$ cat src/rtl/def_muxs.sv
`default_nettype none
// ============================================================================
//  Module      : def_muxs (package)
//  Description : Write-back source select codes and small helpers shared by
//                the write-back pipeline.
//  Revision    : 1.0  initial release
// ============================================================================
package def_muxs;

    // Width of the write-back source select field
    localparam int unsigned c_sel_w = 2;

    // Write-back source select codes carried with every instruction
    typedef enum logic [c_sel_w-1:0] {
        WRREG_ALURESULT = 2'b00,
        WRREG_IMMDATA   = 2'b01,
        WRREG_DMDATA    = 2'b10,
        WRREG_PCPLUS    = 2'b11
    } wrreg_sel_e;

    // A bubble enters EX when it is not frozen and either a taken branch
    // kills the incoming instruction or a load-use hazard must be covered.
    function automatic logic ex_bubble(input logic stall,
                                       input logic flush,
                                       input logic hazard);
        return ~stall & (flush | hazard);
    endfunction

    // The hazard counter only moves on cycles where the hazard itself is
    // the reason for the bubble; a stall or a flush masks it.
    function automatic logic hazard_counts(input logic stall,
                                           input logic flush,
                                           input logic hazard);
        return ~stall & ~flush & hazard;
    endfunction

endpackage
`default_nettype wire

$ cat src/rtl/wb_stage_reg.sv
`default_nettype none
// ============================================================================
//  Module      : wb_stage_reg
//  Description : One pipeline stage register. Holds on i_hold, loads a
//                bubble (all fields zero) on i_bubble, otherwise loads the
//                incoming control and data fields.
//  Revision    : 1.0  initial release
// ============================================================================
module wb_stage_reg
    import def_muxs::*;
#(
    parameter int unsigned CTRL_W = 1,
    parameter int unsigned DATA_W = 1
) (
    input  logic              clk,
    input  logic              rst,        // asynchronous, active-low
    input  logic              i_hold,
    input  logic              i_bubble,
    input  logic [CTRL_W-1:0] i_ctrl,
    input  logic [DATA_W-1:0] i_data,
    output logic [CTRL_W-1:0] o_ctrl,
    output logic [DATA_W-1:0] o_data
);

    logic [CTRL_W-1:0] r_ctrl_q;
    logic [CTRL_W-1:0] w_ctrl_d;
    logic [DATA_W-1:0] r_data_q;
    logic [DATA_W-1:0] w_data_d;

    // Next-state selection: hold has priority over bubble, bubble over load.
    // Data is also cleared on a bubble so dead slots never carry stale values.
    always_comb begin
        w_ctrl_d = r_ctrl_q;
        w_data_d = r_data_q;
        if (i_hold) begin
            w_ctrl_d = r_ctrl_q;
            w_data_d = r_data_q;
        end else if (i_bubble) begin
            w_ctrl_d = '0;
            w_data_d = '0;
        end else begin
            w_ctrl_d = i_ctrl;
            w_data_d = i_data;
        end
    end

    // Stage state, cleared asynchronously
    always_ff @(posedge clk or negedge rst) begin
        if (!rst) begin
            r_ctrl_q <= '0;
            r_data_q <= '0;
        end else begin
            r_ctrl_q <= w_ctrl_d;
            r_data_q <= w_data_d;
        end
    end

    assign o_ctrl = r_ctrl_q;
    assign o_data = r_data_q;

endmodule
`default_nettype wire

$ cat src/rtl/wb_pipe.sv
`default_nettype none
// ============================================================================
//  Module      : wb_pipe
//  Description : Destination-write pipeline from decode through EX (xREG2),
//                MEM (xREG3) and WB (xREG4). Builds the MEM write-back value,
//                drives the register-file write port, injects load-use and
//                flush bubbles into EX and counts hazard bubbles.
//  Revision    : 1.0  initial release
// ============================================================================
module wb_pipe
    import def_muxs::*;
#(
    parameter int unsigned DW = 32,
    parameter int unsigned AW = 5,
    parameter int unsigned CW = 16
) (
    input  logic          clk,
    input  logic          rst,                 // asynchronous, active-low
    input  logic          id_do_reg_write,
    input  logic          id_do_dm_read,
    input  logic [1:0]    id_select_write_reg,
    input  logic [AW-1:0] id_write_reg_addr,
    input  logic [DW-1:0] id_imm_extend,
    input  logic [DW-1:0] alu_result,
    input  logic [DW-1:0] dm_read_data,
    input  logic [DW-1:0] pc_plus,
    input  logic          do_hazard,
    input  logic          flush,
    input  logic          mem_stall,
    output logic          id_hold,
    output logic          xREG2_do_reg_write,
    output logic          xREG2_do_dm_read,
    output logic [1:0]    xREG2_select_write_reg,
    output logic [AW-1:0] xREG2_write_reg_addr,
    output logic [DW-1:0] xREG2_imm_extend,
    output logic          xREG3_do_reg_write,
    output logic [AW-1:0] xREG3_write_reg_addr,
    output logic [DW-1:0] write_reg_data,
    output logic          xREG4_do_reg_write,
    output logic [AW-1:0] xREG4_write_reg_addr,
    output logic [DW-1:0] xREG4_write_reg_data,
    output logic [CW-1:0] hazard_cnt
);

    // Packed stage payload widths
    localparam int unsigned c_x2_ctrl_w = 2;
    localparam int unsigned c_x2_data_w = c_sel_w + AW + 2 * DW;
    localparam int unsigned c_x3_ctrl_w = 1;
    localparam int unsigned c_x3_data_w = c_sel_w + AW + 3 * DW;
    localparam int unsigned c_x4_ctrl_w = 1;
    localparam int unsigned c_x4_data_w = AW + DW;

    // ------------------------------------------------------------------
    // Stage control
    // ------------------------------------------------------------------
    logic w_freeze;
    logic w_x2_bubble;
    logic w_hazard_inc;

    assign w_freeze     = mem_stall;
    assign w_x2_bubble  = ex_bubble(mem_stall, flush, do_hazard);
    assign w_hazard_inc = hazard_counts(mem_stall, flush, do_hazard);

    // Decode re-presents its instruction on a freeze or an unflushed hazard
    assign id_hold = mem_stall | (do_hazard & ~flush);

    // ------------------------------------------------------------------
    // xREG2 : EX stage
    // ------------------------------------------------------------------
    logic [c_x2_ctrl_w-1:0] w_x2_ctrl_in;
    logic [c_x2_data_w-1:0] w_x2_data_in;
    logic [c_x2_ctrl_w-1:0] w_x2_ctrl;
    logic [c_x2_data_w-1:0] w_x2_data;
    logic [DW-1:0]          w_x2_pc;

    assign w_x2_ctrl_in = {id_do_reg_write, id_do_dm_read};
    assign w_x2_data_in = {id_select_write_reg, id_write_reg_addr,
                           id_imm_extend, pc_plus};

    wb_stage_reg #(
        .CTRL_W (c_x2_ctrl_w),
        .DATA_W (c_x2_data_w)
    ) u_xreg2 (
        .clk      (clk),
        .rst      (rst),
        .i_hold   (w_freeze),
        .i_bubble (w_x2_bubble),
        .i_ctrl   (w_x2_ctrl_in),
        .i_data   (w_x2_data_in),
        .o_ctrl   (w_x2_ctrl),
        .o_data   (w_x2_data)
    );

    assign {xREG2_do_reg_write, xREG2_do_dm_read} = w_x2_ctrl;
    assign {xREG2_select_write_reg, xREG2_write_reg_addr,
            xREG2_imm_extend, w_x2_pc}            = w_x2_data;

    // ------------------------------------------------------------------
    // xREG3 : MEM stage (never receives a bubble of its own)
    // ------------------------------------------------------------------
    logic [c_x3_ctrl_w-1:0] w_x3_ctrl_in;
    logic [c_x3_data_w-1:0] w_x3_data_in;
    logic [c_x3_ctrl_w-1:0] w_x3_ctrl;
    logic [c_x3_data_w-1:0] w_x3_data;
    logic [c_sel_w-1:0]     w_x3_sel;
    logic [DW-1:0]          w_x3_alu;
    logic [DW-1:0]          w_x3_imm;
    logic [DW-1:0]          w_x3_pc;

    assign w_x3_ctrl_in = xREG2_do_reg_write;
    assign w_x3_data_in = {xREG2_select_write_reg, xREG2_write_reg_addr,
                           alu_result, xREG2_imm_extend, w_x2_pc};

    wb_stage_reg #(
        .CTRL_W (c_x3_ctrl_w),
        .DATA_W (c_x3_data_w)
    ) u_xreg3 (
        .clk      (clk),
        .rst      (rst),
        .i_hold   (w_freeze),
        .i_bubble (1'b0),
        .i_ctrl   (w_x3_ctrl_in),
        .i_data   (w_x3_data_in),
        .o_ctrl   (w_x3_ctrl),
        .o_data   (w_x3_data)
    );

    assign xREG3_do_reg_write = w_x3_ctrl[0];
    assign {w_x3_sel, xREG3_write_reg_addr,
            w_x3_alu, w_x3_imm, w_x3_pc} = w_x3_data;

    // MEM-stage write-back source mux; load data comes straight from memory
    always_comb begin
        write_reg_data = w_x3_alu;
        case (w_x3_sel)
            WRREG_ALURESULT: write_reg_data = w_x3_alu;
            WRREG_IMMDATA:   write_reg_data = w_x3_imm;
            WRREG_DMDATA:    write_reg_data = dm_read_data;
            WRREG_PCPLUS:    write_reg_data = w_x3_pc;
        endcase
    end

    // ------------------------------------------------------------------
    // xREG4 : WB stage, doubles as the register-file write port
    // ------------------------------------------------------------------
    logic [c_x4_ctrl_w-1:0] w_x4_ctrl_in;
    logic [c_x4_data_w-1:0] w_x4_data_in;
    logic [c_x4_ctrl_w-1:0] w_x4_ctrl;
    logic [c_x4_data_w-1:0] w_x4_data;

    assign w_x4_ctrl_in = xREG3_do_reg_write;
    assign w_x4_data_in = {xREG3_write_reg_addr, write_reg_data};

    wb_stage_reg #(
        .CTRL_W (c_x4_ctrl_w),
        .DATA_W (c_x4_data_w)
    ) u_xreg4 (
        .clk      (clk),
        .rst      (rst),
        .i_hold   (w_freeze),
        .i_bubble (1'b0),
        .i_ctrl   (w_x4_ctrl_in),
        .i_data   (w_x4_data_in),
        .o_ctrl   (w_x4_ctrl),
        .o_data   (w_x4_data)
    );

    assign xREG4_do_reg_write = w_x4_ctrl[0];
    assign {xREG4_write_reg_addr, xREG4_write_reg_data} = w_x4_data;

    // ------------------------------------------------------------------
    // Hazard bubble counter, saturating at all-ones
    // ------------------------------------------------------------------
    logic [CW-1:0] r_hazard_cnt_q;
    logic [CW-1:0] w_hazard_cnt_d;

    // Next count: increment on a counted hazard unless already saturated
    always_comb begin
        w_hazard_cnt_d = r_hazard_cnt_q;
        if (w_hazard_inc && (r_hazard_cnt_q != {CW{1'b1}})) begin
            w_hazard_cnt_d = r_hazard_cnt_q + CW'(1);
        end
    end

    // Counter state, cleared asynchronously
    always_ff @(posedge clk or negedge rst) begin
        if (!rst) begin
            r_hazard_cnt_q <= '0;
        end else begin
            r_hazard_cnt_q <= w_hazard_cnt_d;
        end
    end

    assign hazard_cnt = r_hazard_cnt_q;

endmodule
`default_nettype wire
$ cat config.mk
export PLATFORM = sky130hd
export DESIGN_NAME = wb_pipe
export DESIGN_NICKNAME = d
export VERILOG_FILES = /design/src/rtl/def_muxs.sv /design/src/rtl/wb_stage_reg.sv /design/src/rtl/wb_pipe.sv
export SDC_FILE = /design/constraint.sdc
export NUM_CORES = 1
export LEC_CHECK = 0
export ABC_AREA = 1
export ABC_CLOCK_PERIOD_IN_PS = 1830
export CORE_MARGIN = 5
export CORE_UTILIZATION = 49
export DETAILED_ROUTE_END_ITERATION = 10
export GPL_TIMING_DRIVEN = 0
export PLACE_DENSITY = 0.81
export SETUP_SLACK_MARGIN = 0.4
export SLEW_MARGIN = 20
export SYNTH_ARGS = -nofsm -noshare
export SYNTH_HDL_FRONTEND = slang
export SYNTH_SLANG_ARGS = --single-unit
$ cat constraint.sdc
create_clock -name clk -period 1.83 [get_ports clk]
set_clock_uncertainty 0.15 [all_clocks]
set_input_delay 0.2745 -clock clk [delete_from_list [all_inputs] [get_ports clk]]
set_output_delay 0.2745 -clock clk [all_outputs]
set_load 0.02 [all_outputs]
Yosys cells after proc, flatten, opt, wreduce, memory -nomap -nowiden
Index checks and enable logic that the tools add are counted.
{ "op_classes": {"bitwise": 8, "n_mux": 3, "reduce_logical": 2, "eq_ne": 4, "add_sub_neg": 1} }
{ "op_table": {"columns": ["op", "count"], "rows": [
  ["$pmux 32 s4", 1],
  ["$mux 71", 1],
  ["$add 16x1->16 const B", 1],
  ["$ne 16x16->1 const B", 1],
  ["$and 1x1->1", 4],
  ["$eq 2x2->1 const B", 2],
  ["$eq 2x1->1 const B", 1],
  ["$logic_not 2->1", 1],
  ["$mux 2", 1],
  ["$not 1->1", 2],
  ["$or 1x1->1", 2],
  ["$logic_and 1x1->1", 1]
]} }
{ "word_totals": {"in_bits": 142, "out_inout_bits": 134, "regBits": 231, "word_cells": 25} }

Logic depth before layout (Yosys ltp)
{ "depth": {"depth_word": 4, "ltp_mapped": 9, "mapped_depth_nobuf": 9} }

By module
Synthesis repeated with hierarchy kept, for this count alone.
{ "hier_totals": {"hier_cells": 1246, "hier_area_um2": 9963.3} }
{ "modules_own_cells": {"columns": ["mod", "cells_each", "seq_area_each_um2", "instances", "area_per_inst_um2"], "rows": [
  ["wb_stage_reg at u_xreg3", 440, 2602.5, 1, 3941.3],
  ["wb_stage_reg at u_xreg2", 308, 1826.8, 1, 2737.6],
  ["wb_pipe", 337, 400.4, 1, 1843.0],
  ["wb_stage_reg at u_xreg4", 161, 950.9, 1, 1441.4]
]} }

Least setup slack after synthesis
No wires, ideal clock.
{ "synth_path": {"path_kind": "reg-to-reg", "from": "register r_hazard_cnt_q[0] (netlist: hazard_cnt[0])", "to": "register r_hazard_cnt_q[3] (netlist: hazard_cnt[3])", "path_slack_ns": 0.145, "stages_incl_launch_ff": 9, "required_time_ns": 1.558, "arrival_ns": 1.413, "path_cell_list": "dfrtp_1 -> ha_1 -> nand2_1 -> nor2_1 -> nand2_1 -> nor2_1 -> nor2_1 -> buf_2 -> o21ai_1"} }
{ "synth_via": {"elab_chain_cells": 2} }
{ "synth_rtl": {"columns": ["element", "line", "text"], "rows": [
  ["start: declaration", "wb_pipe.sv:174", "logic [CW-1:0] r_hazard_cnt_q;"],
  ["start signal: assignment", "wb_pipe.sv:190", "r_hazard_cnt_q <= w_hazard_cnt_d;"],
  ["branches (longest 2 deep; another with $add 16x1->16)", null, null]
]} }
Parallel ways; which one is timed is not known.
A chain may end at the register's enable or synchronous reset.

Worst setup path in the final report
{ "layout_path": {"from": "register u_xreg3.r_data_q[101] (netlist: u_xreg3.o_data[101])", "to": "output port write_reg_data[29]"} }
{ "layout_via": {"elab_chain_cells": 2} }
{ "layout_rtl": {"columns": ["element", "line", "text"], "rows": [
  ["start: declaration", "wb_stage_reg.sv:27", "logic [DATA_W-1:0] r_data_q;"],
  ["start signal: assignment", "wb_stage_reg.sv:54", "r_data_q <= w_data_d;"],
  ["$eq 2x2->1, or another cell as far along", "wb_pipe.sv:135", "case (w_x3_sel)"],
  ["$pmux 32 s4 (*)", "wb_pipe.sv:135", null],
  ["end: declaration", "wb_pipe.sv:38", "output logic [DW-1:0] write_reg_data,"]
]} }
Every way passes the cells marked *; elsewhere a longest branch is shown, timed or not.

==> results.txt <==
CTS saw 231 sinks. The sort of element at the end of the critical path is an output pin. The run gives 418 MHz as the maximum achievable frequency. The final cell count without fillers is 1,939, and the row count is 52.

The timing startpoint of the critical path is u_xreg3.o_data[101]. In this run the critical register-to-register path is launched from u_xreg3.o_data[102]. The finished cells cover 16,000 sq um. Each instance of the synthesized netlist takes up on average 8.39 sq um. The final reports fail on setup timing. The tools report the number of distinct library cell variants in the gate-level netlist after synthesis as 20.

Most frequent standard cell in the layout excluding fill and tap cells: sky130_fd_sc_hd__nand2_1. For the pin with the worst max-slew slack, the measured transition is 0.874 ns. The initial DRC count was 970.

TritonCTS built the clock tree. After detailed routing, the average wire length per cell comes to 21.9 um. The total half-perimeter wirelength after legalization and detailed placement was 26,000 um.

No sink is reached through more buffers than the 3 on the longest clock path. Fill cells in the final layout number 1,285. Counting the buffers created by CTS gives 24. The top cell types in the final layout, fill and taps aside, are sky130_fd_sc_hd__nand2_1 (397), sky130_fd_sc_hd__dfrtp_1 (219), sky130_fd_sc_hd__buf_6 (181), sky130_fd_sc_hd__o21ai_0 (151), sky130_fd_sc_hd__buf_4 (138). The worst path in the final design needs a cycle of 2.39 ns, including I/O delays and setup. The cell occurring most often along the worst timing path is sky130_fd_sc_hd__buf_6. The worst setup path is launched from a flop. For the wire length reported by the detailed router, the log shows 42,500 um. Data on the critical path arrives at its endpoint at 1.97 ns. In this run the number of cells on the critical path is 7. The worst vdd rail ir drop came out at 0.847 mV. Hold timing on the final database bottoms out at a slack of 0.115 ns. For this design the top-level I/O count stands at 276. Setup repair after global routing could not meet its margin everywhere.

The worst pin sits at a relative slew slack of 41.7%. Slowest cell on the critical path: sky130_fd_sc_hd__dfrtp_2. The detail route stage leaves a number of antenna-violating nets equal to 0. The net count of the finished layout is 1,795. After synthesis the cells add up to 10,100 sq um. The die is 154 um wide. The critical path required time is 1.41 ns. Least setup slack across all paths after layout: -0.561 ns.

Path depth of the worst reg2reg path: 14. Global routing consumed, over all layers together, 31.9% of the routing resources. The buffer type at the clock tree root is sky130_fd_sc_hd__clkbuf_16. From bottom edge to top edge, the die measures 154 um. The mean number of vias per cell is 5.61. Counting tap cells, the placed design contains a total of 1,754 instances.

After clock tree synthesis, the clock-pin slew on the worst setup and hold paths is 0.06 ns. The completed layout was analyzed and its total power is 0.0147 W. Along the worst path, the maximum fanout reaches 6. The via count of the first global-routing pass is 10,700, and the number of register bits inferred by synthesis is 231. The analysis attributes to cell leakage a power of 7.73 nW.

After layout, the worst path uses 131% of the clock period. The number of antenna violations at the first check in global routing was 1; the maximum number of pins on one net before global-route repair was 101. The logs give 0.907 for the final weighted congestion of routability-driven global placement and 13,400 sq um for the cell area reported after detailed placement. The total power density per cell area works out to 917 nW/um^2. The sum of negative setup slack came out at -16.35 ns. In this design, the stage delay of the slowest critical-path cell is 0.47 ns. The tightest min-delay check is of the primary input to flop type. The via count was 10,900. Setup violations remaining at the end of the flow were counted as 34. The number of stages on the worst hold path was 5.

On the critical path the largest part of the delay comes from buffers and inverters. The flow ran to the end, but the final reports show violations. For this run, the number of Yosys warnings is 0. In the synthesized netlist, the number of instances is 1,208. The insertion delay to the later sink of the worst-skew pair is 0.52 ns, and the area growth from synthesis to layout is 57.8%. The post-route netlist has 30.1% of its cells at a drive strength greater than 1.

The total global routing overflow is 0. In the routed design, unresolved DRC markers number 0. The class of the most critical setup path was flop to output pin. The sum of buffers and inverters on the critical path came out at 4.

The start point of the worst min-delay path was mem_stall. The H-tree depth is 1, and the core footprint is 20,300 sq um. The number of max-cap violations is 0, and the number of hold violations in the final report is 0. The starting density of the core came out at 49.9%. The number of port buffers was 274; the count of pins over their slew limit was 0.

Walking the worst path, the cells encountered are buf_6 > nor2_4 > buf_6 > buf_16 > nand2_4 > nand4_1 > buf_4. The full die area is 23,700 sq um, and the global-route wire length before repair is 59,400 um. The share of the Yosys chip area taken by registers is 57.1%. The pre-antenna-repair detailed-routing pass consisted of 9 iterations. Synthesis produced a netlist with a net count of 1,351.
## sequential cells by signal, summed over array words and instances, names as in the netlist
register        count
u_xreg3.o_data    103
u_xreg2.o_data     71
u_xreg4.o_data     37
hazard_cnt         16
u_xreg2.o_ctrl      2
u_xreg3.o_ctrl      1
u_xreg4.o_ctrl      1
## cell usage after synthesis (all sizes together)
cell / number / area share, %
o21ai: 183 / 9.0
nor2: 24 / 0.99
nand3b: 1 / 0.074
dfrtp: 231 / 57
nand2: 439 / 16
nand3: 88 / 4.3
xnor2: 5 / 0.43
inv: 97 / 3.6
clkinv: 1 / 0.037
nand4: 26 / 1.6
ha: 1 / 0.12
buf: 77 / 5.0
o21bai: 1 / 0.11
clkbuf: 33 / 1.2
xor2: 1 / 0.086
## cell type report
| cell class | instances | area (sq um) | share of cell area, % |
|---|---|---|---|
| antenna | 2 | 5.00 | 0.0313 |
| clock inverter | 4 | 20.0 | 0.125 |
| sequential | 231 | 5800 | 36.2 |
| multi-input combinational | 770 | 3720 | 23.3 |
| tap | 270 | 338 | 2.11 |
| buffer | 110 | 921 | 5.76 |
| timing repair buffer | 417 | 4050 | 25.3 |
| clock buffer | 37 | 751 | 4.69 |
| inverter | 98 | 388 | 2.43 |
## per-layer routing
metal | vias up | global-route usage, % | wire (um)
li1 | 4687 | - | -
met1 | 5280 | 38.9 | 15000
met2 | 732 | 53.9 | 20800
met3 | 183 | 7.62 | 4110
met4 | 0 | 15.1 | 2510
met5 | - | 0 | 0
## what timing repair did
| action | CTS | global route |
|---|---|---|
| gates cloned | 5 | 1 |
| endpoints found under the hold margin | 63 | 0 |
| buffers inserted | 86 | 49 |
| pin swaps | 24 | 28 |
| hold buffers | 1 | 0 |
| resized for setup | 887 | 89 |
| setup endpoints to repair | 250 | 313 |
## power breakdown
part | switching, W | internal (W) | total (W)
clock | 0.00203 | 0.00280 | 0.00483
combinational | 0.00202 | 0.00188 | 0.00390
sequential | 0.000363 | 0.00556 | 0.00593
## metrics by stage
stage | utilization (%) | setup WS [ns]
final | 78.8 | -0.561
after CTS | 75.4 | -0.497
after global placement | 65.7 | -10.19
after floorplan | - | 0.266
after global routing | 78.8 | -0.628
after detailed placement | 66.0 | -0.607
## cells by family (layout without fill, tap and decap cells)
kind of cell	after synthesis	count (layout)	share of synthesized area (%)
flops	231	231	57.1
xor+xnor	6	6	0.519
fa+ha+maj	1	1	0.123
buf+inv	208	666	9.87
other cells	0	2	0
simple gates	578	579	23.3
compound gates	184	184	9.15
## path summary, 6_finish.rpt
check,slack [ns],to
max,-0.56,write_reg_data[29]
min,0.11,u_xreg2.o_data[0]
max reg2reg,-0.56,u_xreg4.o_data[29]
min reg2reg,0.33,u_xreg3.o_data[86]
max in group asynchronous,0.62,hazard_cnt[12]
min in group asynchronous,0.18,u_xreg4.o_data[26]
## worst min-delay path, delay by kind of cell
kind                   cells  cell delay [ns]
and+or+nand+nor            1             0.07
buffers and inverters      3             0.32
AOI/OAI and AO/OA          1             0.07
Power figures use the tool's default switching activity.
